==> config.mk <==
export PLATFORM = sky130hd
export DESIGN_NAME = experimental
export DESIGN_NICKNAME = d
export VERILOG_FILES = /design/src/rtl/experimental.sv
export SDC_FILE = /design/constraint.sdc
export NUM_CORES = 1
export LEC_CHECK = 0
export BUFFER_PORTS_ARGS = -buffer_cell sky130_fd_sc_hd__buf_2
export CORE_UTILIZATION = 41
export DETAILED_ROUTE_END_ITERATION = 6
export GPL_ROUTABILITY_DRIVEN = 0
export SYNTH_ARGS = -nofsm -noshare
export SYNTH_HDL_FRONTEND = slang
export SYNTH_SLANG_ARGS = --single-unit
==> constraint.sdc <==
create_clock -name clk -period 2.3 [get_ports clk]
set_input_delay 0.115 -clock clk [delete_from_list [all_inputs] [get_ports clk]]
set_output_delay 0.115 -clock clk [all_outputs]
set_load 0.01 [all_outputs]
==> src/rtl/experimental.sv <==
// Autonomous 4-bit pattern generator: binary, Gray, LFSR and Johnson phases
// in a fixed 55-step loop, each value held for DIV clock cycles.
//
// state | meaning
// BIN   | x = n, 16 steps
// GRAY  | x = n ^ (n >> 1), 16 steps
// LFSR  | x shifts with feedback x[3]^x[2], 15 steps from 4'h1
// JOHN  | x shifts with feedback ~x[3], 8 steps from 4'h0
module experimental #(
    parameter int unsigned DIV = 1
) (
    input  logic       clk,
    input  logic       rst,
    output logic [3:0] x
);

    typedef enum logic [1:0] {
        BIN  = 2'd0,
        GRAY = 2'd1,
        LFSR = 2'd2,
        JOHN = 2'd3
    } phase_t;

    localparam logic [7:0] DIV_LAST = 8'(DIV - 1);

    phase_t     phase_q, phase_d;
    logic [7:0] pre_q, pre_d;
    logic [3:0] n_q, n_d;
    logic [3:0] x_q, x_d;
    logic [3:0] n_inc;
    logic       step;

    always_ff @(posedge clk or posedge rst) begin
        if (rst) begin
            phase_q <= BIN;
            pre_q   <= 8'd0;
            n_q     <= 4'd0;
            x_q     <= 4'h0;
        end else begin
            phase_q <= phase_d;
            pre_q   <= pre_d;
            n_q     <= n_d;
            x_q     <= x_d;
        end
    end

    // Each branch loads the first value of the next phase directly on its
    // last step, so phase boundaries cost no extra step.
    always_comb begin
        step    = (pre_q == DIV_LAST);
        pre_d   = step ? 8'd0 : pre_q + 8'd1;
        phase_d = phase_q;
        n_d     = n_q;
        x_d     = x_q;
        n_inc   = n_q + 4'd1;
        if (step) begin
            case (phase_q)
                BIN: begin
                    if (n_q == 4'd15) begin
                        phase_d = GRAY;
                        n_d     = 4'd0;
                        x_d     = 4'h0;
                    end else begin
                        n_d = n_inc;
                        x_d = n_inc;
                    end
                end
                GRAY: begin
                    if (n_q == 4'd15) begin
                        phase_d = LFSR;
                        n_d     = 4'd0;
                        x_d     = 4'h1;
                    end else begin
                        n_d = n_inc;
                        x_d = n_inc ^ (n_inc >> 1);
                    end
                end
                LFSR: begin
                    if (n_q == 4'd14) begin
                        phase_d = JOHN;
                        n_d     = 4'd0;
                        x_d     = 4'h0;
                    end else begin
                        n_d = n_inc;
                        // All-zero is the LFSR lock-up state; kick it back to 1.
                        x_d = (x_q == 4'h0) ? 4'h1 : {x_q[2:0], x_q[3] ^ x_q[2]};
                    end
                end
                JOHN: begin
                    if (n_q == 4'd7) begin
                        phase_d = BIN;
                        n_d     = 4'd0;
                        x_d     = 4'h0;
                    end else begin
                        n_d = n_inc;
                        x_d = {x_q[2:0], ~x_q[3]};
                    end
                end
                default: begin
                    phase_d = BIN;
                    n_d     = 4'd0;
                    x_d     = 4'h0;
                end
            endcase
        end
    end

    assign x = x_q;

endmodule

==> results.md, run 1 <==
* Run status: finished clean
* CP max stage delay at 0.50 ns
* Switch Pwr at 117.5 uW
* CTS H-Tree Depth at 1
* Syn_nets at 130
* Dpl hpwl at 1.624 mm
* Clock slew at reported path FFs at 0.12 ns
* Main synth FF type: dfrtp_1
* Endpoints failing setup at 0
* Core area at 0.002781 mm2
* Starting DRT DRC Count at 38
* GR Util All Layers at 0.1631
* Grt total ovfl at 0
* Drt drc at 0
* Mapped Cells at 119
* Top Ports at 6
* Clk sinks at 18
* Layout cells sized above 1 at 0.1545
* WL final at 2.287 mm
* Setup TNS at 0 ns
* Fin crit period at 1.971 ns
* Worst Skew at 0.006924 ns
* Cells along the critical path: ha_1 > and4bb_1 > nor3_4 > nor3_4 > mux2_1
* Cell Area, Synth at 0.001224 mm2
* CP startpoint: n_q[0]
* Sequential element share of the synthesized area at 0.3681
* R2R Path End: phase_q[1]
* Die area at 0.003207 mm2
* Buf/Inv on CP at 0
* Clk buf depth at 2
* Vias/cell at 5.597
* Post-synth top area cell: dfrtp_1
* Worst setup SP type: flip-flop
* Num CTS Buffers at 3
* Worst Reg-to-Reg Cells at 5
* Maximum VDD drop at 0.3040 mV
* Max cap viols at 0
* Part of the power in registers at 0.594
* Most frequent cells in the layout: 18 x dfrtp_1, 9 x inv_1, 9 x ha_1
* Final antenna diode count at 0
* Synth cell types at 44
* CP top delay family: simple AND/OR/NAND/NOR gates
* Slowest-stage cell, CP: dfrtp_1
* Clock share of power at 0.390
* Worst Path Arrival at 2.17 ns
* DRT Pass-1 Iters at 4
* Design internal power at 414.7 uW
* Hold Slack at 0.4554 ns
* Worst-margin pin slew at 0.7059 ns
* Crit-path max FO at 12
* Syn Area/Cell at 10.28 um2
* YS warnings at 0
* Die height at 56.63 um
* Pleak at 0.0005641 uW
* Vias in the first global route at 876
* Worst endpoint required time at 2.50 ns
* Synth top area share at 0.3681
* IO Port Bufs at 5
* Max transition margin at 0.5289
* Final hold violation count at 0
* Yosys reg bits at 18
* FP Rows at 19
* Vias at 862
* Synth top area cells: dfrtp_1 37%, ha_1 9.2%, xnor2_1 4.3%, nand3_1 2.9%, inv_1 2.8%
* Die X at 56.63 um
* Worst Setup End Kind: flip-flop
* Initial core utilization at 0.4399
* Worst R2R Setup Slack at 0.33 ns
* CTS tree: yes
* Commonest non-fill, non-tap cell in the layout: dfrtp_1
* Switch share at 0.2209
* Power per cell area at 409.4 mW/mm2
* Clock insertion delay at the later pin of the skew report at 0.30 ns
* Final core utilization at 0.4674
* Area Growth Syn to Fin at 6.237%
* Routed len/inst at 14.85 um
* Crit share post-route at 0.8571
* Slew Limit Fails at 0
* R2R Path Start: n_q[0]
* CP Class: reg -> reg
* RSZ-0062 raised after global routing: no
* FMAX at 507.3 MHz
* Post-synth EDFFs at 0
* Asr flop ratio synth at 1.000
* Comb pwr share at 0.016
* Setup bufs post-CTS at 0
* Min-Delay Path Class: in -> async
* Final ANT Viol Nets at 0
* Initial antenna violation count at 0
* First-pass GRT wire length at 4.015 mm
* Cell mode on critical path: nor3_4
* CTS root buf: clkbuf_4
* Final nets at 135
* Largest net degree at the start of global routing at 19
-- worst max-delay path by stage --
stage / endpoint / slack (ns) / cells after the start
6_report: phase_q[1] / 0.33 / 5
5_1_grt: phase_q[1] / 0.17 / 5
4_1_cts: phase_q[1] / 0.32 / 5
3_5_place_dp: phase_q[1] / 0.33 / 5
3_3_place_gp: phase_q[1] / 0.42 / 5
2_1_floorplan: phase_q[1] / 0.53 / 7
-- layout make-up --
class	count	area (um2)
sequential	18	450.4
inverter	9	33.78
tap	31	38.79
multi-input combinational	86	705.7
fill	254	1481
clock buffer	4	36.28
timing repair buffer	6	35.03
-- worst min-delay path, delay by kind of cell --
kind / cells / cell delay [ns]
buf+inv: 3 / 1.16
-- power by group through the flow --
stage               Sequential [uW]  Clock (uW)  Combinational (uW)
global route                    316         222                10.1
finish                          316         208                8.29
detailed placement              322           0                8.02
CTS                             316         215                9.08
global placement                322           0                7.56
floorplan                       322           0                4.76
-- cell families (layout without fill, tap and decap cells) --
logic type,after synthesis,in the layout,synth area share
compound gates,27,27,0.1646
xor+xnor,9,9,0.06442
fa+ha+maj,9,9,0.09203
buf+inv,15,19,0.05521
flops,18,18,0.3681
mux,4,4,0.03374
simple gates,37,37,0.2219
-- through the flow --
step | instances | instance area [um2] | worst slack (ns) | power [uW]
CTS | 154 | 1300 | 0.3177 | 540.1
finish | 154 | 1300 | 0.3287 | 532.2
global route | 154 | 1300 | 0.1704 | 548.3
floorplan | 119 | 1224 | 0.5343 | 327.2
detailed placement | 149 | 1254 | 0.3330 | 330.5
global placement | 149 | 1254 | 0.4201 | 330.0
-- cells in the mapped netlist (2+ instances only) --
cell,number
a21boi_0,2
a21o_1,2
a21oi_1,4
a31oi_1,2
and3_1,2
buf_2,3
clkbuf_1,2
dfrtp_1,18
ha_1,9
inv_1,9
mux2i_1,3
nand2_1,5
nand3_1,7
nand3b_1,4
nor2_1,5
nor3_1,2
nor3_4,2
o21a_1,2
o21ai_0,3
o31ai_2,2
xnor2_1,6
xor2_1,3
-- sequential cells by signal, indices dropped and copies added, names as in the netlist --
signal	flops
n_q	4
pre_q	8
phase_q	2
x	4
-- timing repair --
action                    CTS  global route
hold buffers                1             0
hold endpoints to repair   18             0
gates resized for setup     0             0
-- routing by layer --
layer	vias up	global-route usage	share of wire
met4	0	0.05226	0.0096
met5	-	0	0
li1	434	-	-
met2	17	0.2487	0.44
met3	4	0.02765	0.028
met1	407	0.2352	0.52
No activity file was read; power rests on OpenSTA's default activity.
==> inputs of run 2 (changes only) <==
ABC_AREA = 1   (was unset)
==> results.md, run 2 <==
* Run status: finished clean
* Synth top area share at 0.3782 (+0.01005)
* Dpl hpwl at 1.678 mm (+3.3%)
* CP Class: reg -> reg
* Fin crit period at 1.660 ns (-0.3117 ns)
* Biggest register: pre_q
* Sequential element share of the synthesized area at 0.3782 (+0.01005)
* Endpoints failing setup at 0 (unchanged)
* Slowest-stage cell, CP: nor3_4
* Cells along the critical path: inv_1 > ha_1 > nand2_1 > nor3_4 > nand3_2 > nand2_1 > o21ai_1
* Setup TNS at 0 ns (unchanged)
* Worst Reg-to-Reg Cells at 7 (+2)
* DRT Pass-1 Iters at 4 (unchanged)
* IO Port Bufs at 5 (unchanged)
* Final ANT Viol Nets at 0 (unchanged)
* CTS H-Tree Depth at 1 (unchanged)
* Cell Area, Synth at 0.001191 mm2 (-2.7%)
* Grt total ovfl at 0 (unchanged)
* Die X at 55.90 um (-1.3%)
* Clock insertion delay at the later pin of the skew report at 0.29 ns (about the same)
* Fill count at 281 (+11%)
* Worst setup SP type: flip-flop
* CP startpoint: pre_q[0]
* Worst R2R Setup Slack at 0.64 ns (+0.31 ns)
* Commonest non-fill, non-tap cell in the layout: nand2_1
* Clk sinks at 18 (unchanged)
* Worst Skew at 0.01011 ns (+0.003182 ns)
* CP max stage delay at 0.45 ns (-0.05 ns)
* Max cap viols at 0 (unchanged)
* Crit share post-route at 0.7215 (-0.1355)
* Max transition margin at 0.5480 (+0.01905)
* Yosys reg bits at 18 (unchanged)
* Multi-input gate area at 619.3 um2 (-12%)
* Vias at 975 (+13%)
* Worst-margin pin slew at 0.6773 ns (-0.02854 ns)
* Pleak at 0.0006843 uW (+21%)
* GR Util All Layers at 0.1602 (-0.002849)
* Worst endpoint required time at 2.49 ns (about the same)
* RSZ-0062 raised after global routing: no
* Worst path depth at 7 (+2)
* Buf/Inv on CP at 1 (+1)
* Routed len/inst at 11.23 um (-24%)
* Initial core utilization at 0.4319 (-0.008004)
* R2R Path Start: pre_q[0]
* Min-Delay Path Class: in -> async
* Vias in the first global route at 895 (+2.2%)
* Largest net degree at the start of global routing at 19 (unchanged)
* Post-CTS resize count at 0 (unchanged)
* Most frequent cells in the layout: 40 x nand2_1, 28 x inv_1, 18 x dfrtp_1
* YS warnings at 0 (unchanged)
* Die height at 55.90 um (-1.3%)
* Clock slew at reported path FFs at 0.11 ns (about the same)
* Slew Limit Fails at 0 (unchanged)
* Most common cell in the synthesized netlist: nand2_1
* Final core utilization at 0.4610 (-0.006406)
* CTS tree: yes
* R2R Path End: phase_q[1]
* Drt drc at 0 (unchanged)
* Crit-path max FO at 13 (+1)
* Initial antenna violation count at 0 (unchanged)
* FMAX at 602.6 MHz (+19%)
* Synth cell types at 24 (-45%)
* CTS root buf: clkbuf_4
* Syn Area/Cell at 7.587 um2 (-26%)
* Clk buf depth at 2 (unchanged)
* CP Capture Point: phase_q[1]
* Top Ports at 6 (unchanged)
* Synth top area cells: dfrtp_1 38%, nand2_1 13%, ha_1 9.5%, inv_1 8.8%, nand3_1 5.9%
* Number of flip-flops under the largest register name at 8 (unchanged)
* Core area at 0.002758 mm2 (-0.85%)
* Area Growth Syn to Fin at 6.723%
* Worst Setup End Kind: flip-flop
* Post-synth EDFFs at 0 (unchanged)
* Final hold violation count at 0 (unchanged)
* Final nets at 177 (+31%)
* Cell mode on critical path: nand2_1
* Top cells by count, synth: 40 x nand2_1, 28 x inv_1, 18 x dfrtp_1
* Layout cells sized above 1 at 0.1037 (-0.05081)
* Syn_nets at 168 (+29%)
* Post-synth top area cell: dfrtp_1
* First-pass GRT wire length at 3.912 mm (-2.6%)
* Mapped Cells at 157 (+32%)
* Die area at 0.003125 mm2 (-2.6%)
* Num CTS Buffers at 3 (unchanged)
* Starting DRT DRC Count at 41 (+7.9%)
* CP top delay family: simple AND/OR/NAND/NOR gates
* FP Rows at 19 (unchanged)
* Vias/cell at 5.000 (-11%)
* Register area at 450.4 um2 (unchanged)
* Worst Path Arrival at 1.85 ns (-0.32 ns)
* Final antenna diode count at 0 (unchanged)
* WL final at 2.190 mm (-4.2%)
* Main synth FF type: dfrtp_1
* Asr flop ratio synth at 1.000 (unchanged)
* Power per cell area at 378.3 mW/mm2 (-7.6%)
* Maximum VDD drop at 0.2695 mV (-11%)
## run 2: cell types whose count changed after synthesis, sizes merged, moves of 5 or more
cell | previous run | this run
nor2 | 5 | 14
nand2 | 6 | 40
nand3 | 7 | 17
inv | 9 | 28
xnor2 | 6 | 1
## run 2: worst reg2reg max path: cells and delay by family (launching register included)
kind	cells	cell delay (ns)
and+or+nand+nor	4	0.85
buffers and inverters	1	0.07
adders and majority gates	1	0.18
DFF	1	0.42
AOI/OAI and AO/OA	1	0.06
## run 2: final cells by class
| class | instances | share of cell area |
|---|---|---|
| inverters | 28 | 0.08268 |
| repair buffers | 6 | 0.02756 |
| well taps | 31 | 0.03051 |
| clock buffers | 3 | 0.01772 |
| multi-input cells | 109 | 0.4872 |
| flip-flops and latches | 18 | 0.3543 |
## run 2: how the worst min path moves through the flow
stage	startpoint	to	cells past startpoint
global placement	rst	pre_q[6]	2
floorplan	rst	n_q[0]	1
finish	rst	n_q[2]	3
global route	rst	n_q[2]	3
CTS	rst	n_q[2]	3
detailed placement	rst	pre_q[5]	2
## run 2: kinds of logic after synthesis
family,Yosys count,synth area share
adder cells (fa/ha/maj),9,0.09454
AND/OR/NAND/NOR,80,0.3109
XOR/XNOR,5,0.03676
AO/OA/AOI/OAI,15,0.07772
flip-flops,18,0.3781
buffers and inverters,30,0.1019
## run 2: where the power goes
group / switching (uW) / total (uW) / internal (uW)
clock network: 95.7 / 157 / 60.9
logic: 6.25 / 8.04 / 1.79
registers: 0 / 316 / 316
## run 2: per-stage QoR
step	hold slack [ns]	area, um2	setup slack, ns	power (uW)	std cells
final	0.4560	1271	0.6405	480.9	195
after global routing	0.5358	1271	0.4512	506.3	195
after CTS	0.4856	1271	0.6252	492.4	195
after detailed placement	0.2677	1239	0.6202	330.1	191
after global placement	0.2508	1239	0.6477	329.8	191
after floorplan	0.05357	1191	0.9662	327.2	157
## run 2: repair_timing
| action | CTS | global route |
|---|---|---|
| buffers inserted | 0 | 0 |
| hold buffers | 1 | 0 |
| hold endpoints to repair | 18 | 0 |
## run 2: layer usage
layer  global-route usage  routed length (um)
met3              0.02791                  28
met2               0.2461                 950
met1               0.2305                1180
met4              0.05226                  30
met5                    0                   0
==> inputs of run 3 (changes only) <==
ABC_AREA = 0   (was 1)
clock period = 1.7 ns   (was 2.3 ns; I/O delays follow)
==> results.md, run 3 (synthesis gave the netlist of run 1 again) <==
* Largest net degree at the start of global routing at 19 (unchanged)
* Worst Path Arrival at 1.86 ns (about the same)
* Final core utilization at 0.5578 (+0.09683)
* Crit-path max FO at 5 (-8)
* Biggest register: pre_q
* Worst Reg-to-Reg Cells at 6 (-1)
* Drt drc at 0 (unchanged)
* Initial core utilization at 0.4399 (+0.008004)
* First-pass GRT wire length at 4.181 mm (+6.9%)
* Post-Place Worst Slack at -0.02996 ns (-0.6501 ns)
* IO Port Bufs at 5 (unchanged)
* Max cap viols at 0 (unchanged)
* Dpl hpwl at 1.881 mm (+12%)
* Layout cells sized above 1 at 0.3741 (+0.2705)
* Endpoints failing setup at 0 (unchanged)
* Clk sinks at 18 (unchanged)
* CP Class: reg -> reg
* WL final at 2.530 mm (+16%)
* Final nets at 159 (-10%)
* Final hold violation count at 0 (unchanged)
* Run status: finished clean
* Grt total ovfl at 0 (unchanged)
* CP Capture Point: phase_q[1]
* Die area at 0.003207 mm2 (+2.6%)
* CP max stage delay at 0.45 ns (about the same)
* Worst R2R Setup Slack at 0.04 ns (-0.60 ns)
* Slowest-stage cell, CP: dfrtp_1
* Clock insertion delay at the later pin of the skew report at 0.30 ns (about the same)
* CP startpoint: phase_q[0]
* Most frequent cells in the layout: 24 x buf_4, 18 x dfrtp_1, 8 x inv_1
* Clk buf depth at 2 (unchanged)
* CTS root buf: clkbuf_4
* Min-Delay Path Class: in -> async
* Clock slew at reported path FFs at 0.11 ns (about the same)
* Cell mode on critical path: nor3_4
* Layout Cells excl Fill at 178 (-8.7%)
* Worst Skew at 0.005687 ns (-0.004418 ns)
* Worst setup SP type: flip-flop
* Crit share post-route at 0.9767 (+0.2552)
* Final antenna diode count at 0 (unchanged)
* Vias at 971 (-0.41%)
* Fin crit period at 1.660 ns (+0.0008430 ns)
* Starting DRT DRC Count at 22 (-46%)
* Area Growth Syn to Fin at 26.79%
* Final WS setup at 0.03963 ns (-0.6008 ns)
* R2R Path Start: phase_q[0]
* Core area at 0.002781 mm2 (+0.86%)
* Slew Limit Fails at 0 (unchanged)
* Number of flip-flops under the largest register name at 8 (unchanged)
* Cells along the critical path: inv_2 > ha_4 > and4bb_1 > nor3_4 > nor3_4 > mux2_4
* Top Ports at 6 (unchanged)
* Final ANT Viol Nets at 0 (unchanged)
* FMAX at 602.3 MHz (about the same)
* Initial antenna violation count at 0 (unchanged)
* Maximum VDD drop at 0.4452 mV (+65%)
* GR Util All Layers at 0.1725 (+0.01228)
* R2R Path End: phase_q[1]
* RSZ-0062 raised after global routing: yes
* Num CTS Buffers at 3 (unchanged)
* Vias in the first global route at 920 (+2.8%)
* CTS tree: yes
* Max transition margin at 0.5308 (-0.01719)
* Power per cell area at 460.0 mW/mm2 (+22%)
* Worst-margin pin slew at 0.7031 ns (+0.02576 ns)
* Worst Setup End Kind: flip-flop
* CTS H-Tree Depth at 1 (unchanged)
* Vias/cell at 5.455 (+9.1%)
* Worst endpoint required time at 1.90 ns (-0.59 ns)
* Die X at 56.63 um (+1.3%)
* DRT Pass-1 Iters at 4 (unchanged)
* Inst Count DP at 168 (-12%)
* Commonest non-fill, non-tap cell in the layout: buf_4
* Pleak at 0.0007060 uW (+3.2%)
* Hold Slack at 0.4363 ns (-0.01971 ns)
* Routed len/inst at 14.21 um (+27%)
* Die height at 56.63 um (+1.3%)
* FP Rows at 19 (unchanged)
## run 3: final cells by class
| type | instances | area, um2 |
|---|---|---|
| Sequential cell | 18 | 450.4 |
| Clock buffer | 4 | 36.28 |
| Timing Repair Buffer | 30 | 215.2 |
| Multi-Input combinational cell | 86 | 777.0 |
| Fill cell | 253 | 1230 |
| Inverter | 9 | 33.78 |
| Tap cell | 31 | 38.79 |
## run 3: worst min-delay path by stage
stage                     cells past startpoint  endpoint  startpoint  slack (ns)
after floorplan                               1    n_q[0]         rst        0.02
after global placement                        2  pre_q[2]         rst        0.22
after detailed placement                      2  pre_q[2]         rst        0.24
after CTS                                     3  pre_q[6]         rst        0.45
after global routing                          3  pre_q[6]         rst        0.49
final                                         3  pre_q[6]         rst        0.44
## run 3: timing repair
action	CTS	global route
hold buffers	1	0
endpoints found under the hold margin	18	0
setup buffers	1	4
gates resized for setup	4	12
endpoints found under the setup margin	2	8
pin swaps	2	5
## run 3: power breakdown
group          leakage [uW]  total, uW  internal, uW  switching (uW)
Clock             0.0000210        275           131             144
Combinational      0.000458       11.3          2.43            8.85
Sequential         0.000227        428           428               0
Total              0.000706        714           561             153
## run 3: metrics by stage
stage / area (um2) / total power, uW / setup TNS [ns]
final: 1551 / 713.7 / 0
after global routing: 1551 / 737.2 / -0.02081
after CTS: 1468 / 719.4 / 0
after detailed placement: 1399 / 446.6 / -0.04537
after global placement: 1399 / 446.1 / -0.04420
after floorplan: 1236 / 442.7 / 0
## run 3: worst max-delay path, delay by kind of cell (launching register included)
family | cells | cell delay, ns
adders and majority gates | 1 | 0.18
muxes | 1 | 0.31
buffers and inverters | 1 | 0.09
and+or+nand+nor | 3 | 0.52
DFF | 1 | 0.45
## run 3: per-layer routing
| layer | vias to the layer above | part of all wire | GRT usage |
|---|---|---|---|
| met4 | 0 | 0.026 | 0.1080 |
| met1 | 468 | 0.46 | 0.2162 |
| met3 | 6 | 0.027 | 0.02995 |
| li1 | 480 | - | - |
| met2 | 17 | 0.49 | 0.2739 |
| met5 | - | 0 | 0 |
